$ cat src/rtl/bit_stream_pkg.sv
// bit_stream_pkg -- shared types and constants for the bit-serial adder/subtractor blocks.
// Rev 1.0
`default_nettype none

package bit_stream_pkg;

  localparam int BS_WIDTH = 8;

  typedef enum logic [1:0] {
    IDLE = 2'd0,
    NB   = 2'd1,
    BR   = 2'd2,
    DONE = 2'd3
  } bs_state_t;

endpackage

`default_nettype wire

$ cat src/rtl/bit_sub_cell.sv
// bit_sub_cell -- combinational full subtractor: d = y - b - br_in, with borrow out.
// Rev 1.0
`default_nettype none

module bit_sub_cell (
  input  logic y,
  input  logic b,
  input  logic br_in,
  output logic d,
  output logic br_out
);

  assign d      = y ^ b ^ br_in;
  assign br_out = (~y & b) | (~(y ^ b) & br_in);

endmodule

`default_nettype wire

$ cat src/rtl/bit_stream_sub_fsm.sv
// bit_stream_sub_fsm -- LSB-first serial subtractor D = Y - B with parallel capture of the frame.
// Rev 1.0
`default_nettype none

module bit_stream_sub_fsm
  import bit_stream_pkg::*;
#(
  parameter int WIDTH = BS_WIDTH
) (
  input  logic             clk,
  input  logic             rst,
  input  logic             start,
  input  logic             Y,
  input  logic             B,
  output logic             D,
  output logic             busy,
  output logic             done,
  output logic [WIDTH-1:0] diff_word,
  output logic             borrow_out
);

  localparam int CW = $clog2(WIDTH);
  localparam logic [CW-1:0] LAST = CW'(WIDTH - 1);

  bs_state_t     state, state_nx;
  logic [CW-1:0] cnt, cnt_nx;
  logic          consume;
  logic          last_bit;
  logic          br_in;
  logic          d_bit;
  logic          br_bit;

  bit_sub_cell u_cell (
    .y      (Y),
    .b      (B),
    .br_in  (br_in),
    .d      (d_bit),
    .br_out (br_bit)
  );

  always_comb begin
    state_nx = state;
    cnt_nx   = cnt;
    consume  = 1'b0;
    last_bit = 1'b0;
    br_in    = 1'b0;
    case (state)
      IDLE, DONE: begin
        if (start) begin
          consume  = 1'b1;
          cnt_nx   = CW'(1);
          state_nx = br_bit ? BR : NB;
        end else begin
          state_nx = IDLE;
        end
      end
      NB, BR: begin
        // start is deliberately ignored here: a frame is never restarted mid-way
        consume = 1'b1;
        br_in   = (state == BR);
        if (cnt == LAST) begin
          last_bit = 1'b1;
          cnt_nx   = '0;
          state_nx = DONE;
        end else begin
          cnt_nx   = cnt + CW'(1);
          state_nx = br_bit ? BR : NB;
        end
      end
      default: state_nx = IDLE;
    endcase
  end

  always_ff @(posedge clk) begin
    if (rst) begin
      state      <= IDLE;
      cnt        <= '0;
      D          <= 1'b0;
      busy       <= 1'b0;
      done       <= 1'b0;
      diff_word  <= '0;
      borrow_out <= 1'b0;
    end else begin
      state <= state_nx;
      cnt   <= cnt_nx;
      D     <= consume ? d_bit : 1'b0;
      busy  <= (state_nx == NB) || (state_nx == BR);
      done  <= (state_nx == DONE);
      // LSB-first stream: after WIDTH shifts bit 0 has reached the LSB
      if (consume) begin
        diff_word <= {d_bit, diff_word[WIDTH-1:1]};
      end
      if (last_bit) begin
        borrow_out <= br_bit;
      end
    end
  end

endmodule

`default_nettype wire

$ cat config.mk
export PLATFORM = sky130hd
export DESIGN_NAME = bit_stream_sub_fsm
export DESIGN_NICKNAME = d
export VERILOG_FILES = /design/src/rtl/bit_stream_pkg.sv /design/src/rtl/bit_sub_cell.sv /design/src/rtl/bit_stream_sub_fsm.sv
export SDC_FILE = /design/constraint.sdc
export NUM_CORES = 1
export LEC_CHECK = 0
export CAP_MARGIN = 20
export CORE_AREA = 2 2 43 45
export CTS_CLUSTER_DIAMETER = 120
export DETAILED_ROUTE_END_ITERATION = 10
export DIE_AREA = 0 0 45 47
export PLACE_DENSITY = 0.84
export SLEW_MARGIN = 10
export SYNTH_ARGS = -nofsm -noshare
export SYNTH_HDL_FRONTEND = slang
export SYNTH_SLANG_ARGS = --single-unit
export TNS_END_PERCENT = 5
$ cat constraint.sdc
create_clock -name clk -period 2.3 [get_ports clk]
set_input_delay 0.69 -clock clk [delete_from_list [all_inputs] [get_ports clk]]
set_output_delay 0.69 -clock clk [all_outputs]
set_load 0.01 [all_outputs]
==> metrics.yaml <==
detailed_routing:
  route.final.wire_length_mm: 1.21
  initialDrtViolationCount: 9
  antenna_left: 0
  detailedRoute.firstPassIterationCount: 4
  num_vias: 541
  drt-vias-per-instance: 5.20
  routed_wire_length_per_instance_um: 11.6
  drc: 0
min_path:
  hp-start: "borrow_out$_SDFFE_PP0P_"
  hp-class: "flop to flop"
  worstHoldEndpoint: "borrow_out$_SDFFE_PP0P_"
  hold-path-cell-count: 2
sta:
  worst_pin_slew_ns: 0.582
  timing.fmax_mhz: 501
  period_share_pct: 86.9
  final_period_demand_of_the_worst_path_ns: 2.00
  report.final.setup_viol: 0
  drv_slew: 0
  rsz0062_at_grt: "no"
  timing.hold.ws_ns: 0.482
  setup_tns_ns: 0
  slew_headroom_pct: 61.1
  timing.clock.skew_ns: 0.00658
  final-hold-violation-count: 0
clocking:
  h-tree-depth: 1
  clkSlewWorstSetupHoldPaths_ns: 0.09
  clkSinkCount: 17
  clockBufferDepth: 2
  cts_root_buffer: "clkbuf_4"
  cts.hold.buffers_added: 0
  tritoncts: "built"
  tritoncts.num_buffers: 3
  cts.repair.resized: 0
  cts_setup_buffers: 0
  clk_latency_ns: 0.29
global_routing:
  grt_overall_usage_pct: 13.3
  grt.overflow.total: 0
  maximum_number_of_pins_on_one_net_before_global_route_repair: 21
  global_route_wire_length_before_repair_mm: 1.99
  grt.met1_usage_pct: 18.6
  grt_antenna_before_repair: 0
  grt_util_met3_pct: 2.69
  busiest_layer: "met1"
  gr-usage-met2_pct: 17.7
  number_of_global_route_vias_before_repair: 462
floorplan:
  floorplan.die.width_um: 45
  die_h_um: 47
  floorplan.die_area_um2: 2120
  initial_utilization_pct: 44.4
  num_io_pins: 17
  floorplan.rows: 15
  coreArea_um2: 1650
pwr:
  clock_power_share_pct: 27.2
  p_int_uw: 434
  power_leakage_uw: 0.000371
  powerDensity_nw_per_um2: 620
  power_frac_seq_pct: 55.2
  p_sw_share_pct: 24.6
  peakVddDrop_uv: 320
  switchingPower_uw: 141
  combinational_power_share_pct: 17.5
yosys:
  postSynthCellCount: 69
  yosys_warnings: 0
  yosysSeqAreaShare_pct: 46.4
  synthesis.nets: 79
  syn_area_um2: 733
  combinational_family_with_the_most_area_after_synthesis: "simple AND/OR/NAND/NOR gates"
  yosys.area_share.adder_pct: 9.56
  synth.mux.area_fraction_pct: 9.56
  synthDistinctLibCells: 24
  ys_seq_elements: 17
  synth-compound-area-share_pct: 8.36
  yosys.area_share.simple_pct: 20.6
  syn-mean-instance-area_um2: 10.6
  synth_xor_area_share_pct: 0
place:
  dpl.hpwl_um: 860
  gp_routability_congestion: 0.706
  placement.io_buffers: 16
layout:
  most_common_library_cell_in_the_layout_ignoring_fill_and_taps: "dfxtp_1"
  antennaDiodeCount: 0
  fill_cells: 158
  layout.nets: 98
  mostFrequentLayoutCells: "17 x dfxtp_1, 16 x clkdlybuf4s50_1, 13 x nand2b_1"
  drive_gt1_share_pct: 8.05
  layout-area-overhead-vs-synth_pct: 26.5
setup_path:
  cp_num_buf_inv: 3
  ff2ff_path_depth: 6
  cp_max_fo: 3
  crit-reg2reg-capture: "busy$_SDFF_PP0_"
  worst_path_most_repeated_cell: "inv_1"
  cp.arrival_ns: 2.16
  setup.worst_path.end_class: "flop"
  path_class: "input pin to flop"
  critical_path.cell_chain: "clkdlybuf4s50_1 > inv_1 > fa_1 > inv_1 > o21ai_0 > ha_1 > nor2b_1"
  worst_path_largest_cell_delay_ns: 0.45
  timing.critical_path.slowest_stage_cell: "clkdlybuf4s50_1"
  timing.reg2reg.setup_slack_ns: 0.60
  critical-path-top-delay-family: "adder cells"
  reg_to_reg_startpoint: "state[0]$_SDFF_PP0_"
  critical_path.startpoint_type: "input pin"
  critical_path_required_ns: 2.46
status:
  status: "finished clean"
job:
  max_cap_violations: 0
-- through the flow --
stage	utilization [%]	power, µW	worst slack (ns)	cells	area (µm²)
after floorplan	-	391	0.513	69	733
after global placement	54.5	423	0.0126	100	901
after detailed placement	54.5	426	0.00279	100	901
after CTS	56.1	586	0.300	104	927
after global routing	56.1	607	0.208	104	927
final	56.1	575	0.302	104	927
-- final cells by class --
| cell class | instances | area (µm²) | share of cell area (%) |
|---|---|---|---|
| clock buffers | 4 | 26.3 | 2.83 |
| inverters | 3 | 11.3 | 1.21 |
| multi-input cells | 45 | 353 | 38.1 |
| flip-flops and latches | 17 | 340 | 36.7 |
| well taps | 17 | 21.3 | 2.29 |
| repair buffers | 18 | 175 | 18.9 |
-- Yosys cell counts --
cell type | count | share of area [%]
a211oi_1 | 1 | 1.0
o22ai_1 | 1 | 0.85
or3_1 | 1 | 0.85
a21oi_2 | 1 | 1.2
mux2i_1 | 7 | 9.6
buf_4 | 1 | 1.0
o21ai_1 | 1 | 0.68
buf_2 | 2 | 1.4
a21oi_1 | 3 | 2.0
o21ai_0 | 2 | 1.4
nor3b_1 | 1 | 1.0
nand3b_1 | 2 | 2.0
nand4bb_1 | 1 | 1.5
fa_1 | 1 | 2.7
inv_1 | 3 | 1.5
nor2b_1 | 2 | 1.7
ha_1 | 4 | 6.8
nand2b_1 | 13 | 11
buf_6 | 1 | 1.5
nor3_1 | 1 | 0.68
nor2b_2 | 1 | 1.2
o2bb2ai_1 | 1 | 1.2
nor2_1 | 1 | 0.51
dfxtp_1 | 17 | 46
-- worst max-delay path by stage --
stage,depth (start not counted),start,endpoint
after detailed placement,7,Y,busy$_SDFF_PP0_
after floorplan,6,Y,busy$_SDFF_PP0_
after global routing,7,Y,busy$_SDFF_PP0_
final,7,Y,busy$_SDFF_PP0_
after global placement,7,Y,busy$_SDFF_PP0_
after CTS,7,Y,busy$_SDFF_PP0_
-- logic make-up (layout without fill, tap and decap cells) --
group | Yosys count | count (layout)
adder cells (fa/ha/maj) | 5 | 5
AO/OA/AOI/OAI | 10 | 10
buffers and inverters | 7 | 25
multiplexers | 7 | 7
flip-flops | 17 | 17
AND/OR/NAND/NOR | 23 | 23
-- metal layers --
| metal | up-vias | share of wire [%] |
|---|---|---|
| met1 | 249 | 48 |
| met3 | 5 | 5.5 |
| met4 | 0 | 3.2 |
| met2 | 17 | 43 |
| met5 | - | 0 |
| li1 | 270 | - |
-- power by group through the flow --
stage	Combinational, µW	Clock (µW)	Sequential (µW)
finish	101	157	317
global route	112	176	319
CTS	102	166	318
detailed placement	102	0	324
global placement	99.7	0	324
floorplan	63.1	0	328
-- registers in the layout, indices dropped and copies added (netlist names) --
signal and flops:
busy 1, state 2, borrow_out 1, cnt 3
D 1, done 1, diff_word 8
-- tightest hold or removal path, cell delays in order, from the launching register on --
cell	delay, ns
dfxtp_1	0.32
nand2b_1	0.06
mux2i_1	0.06
Power figures use the tool's default switching activity.
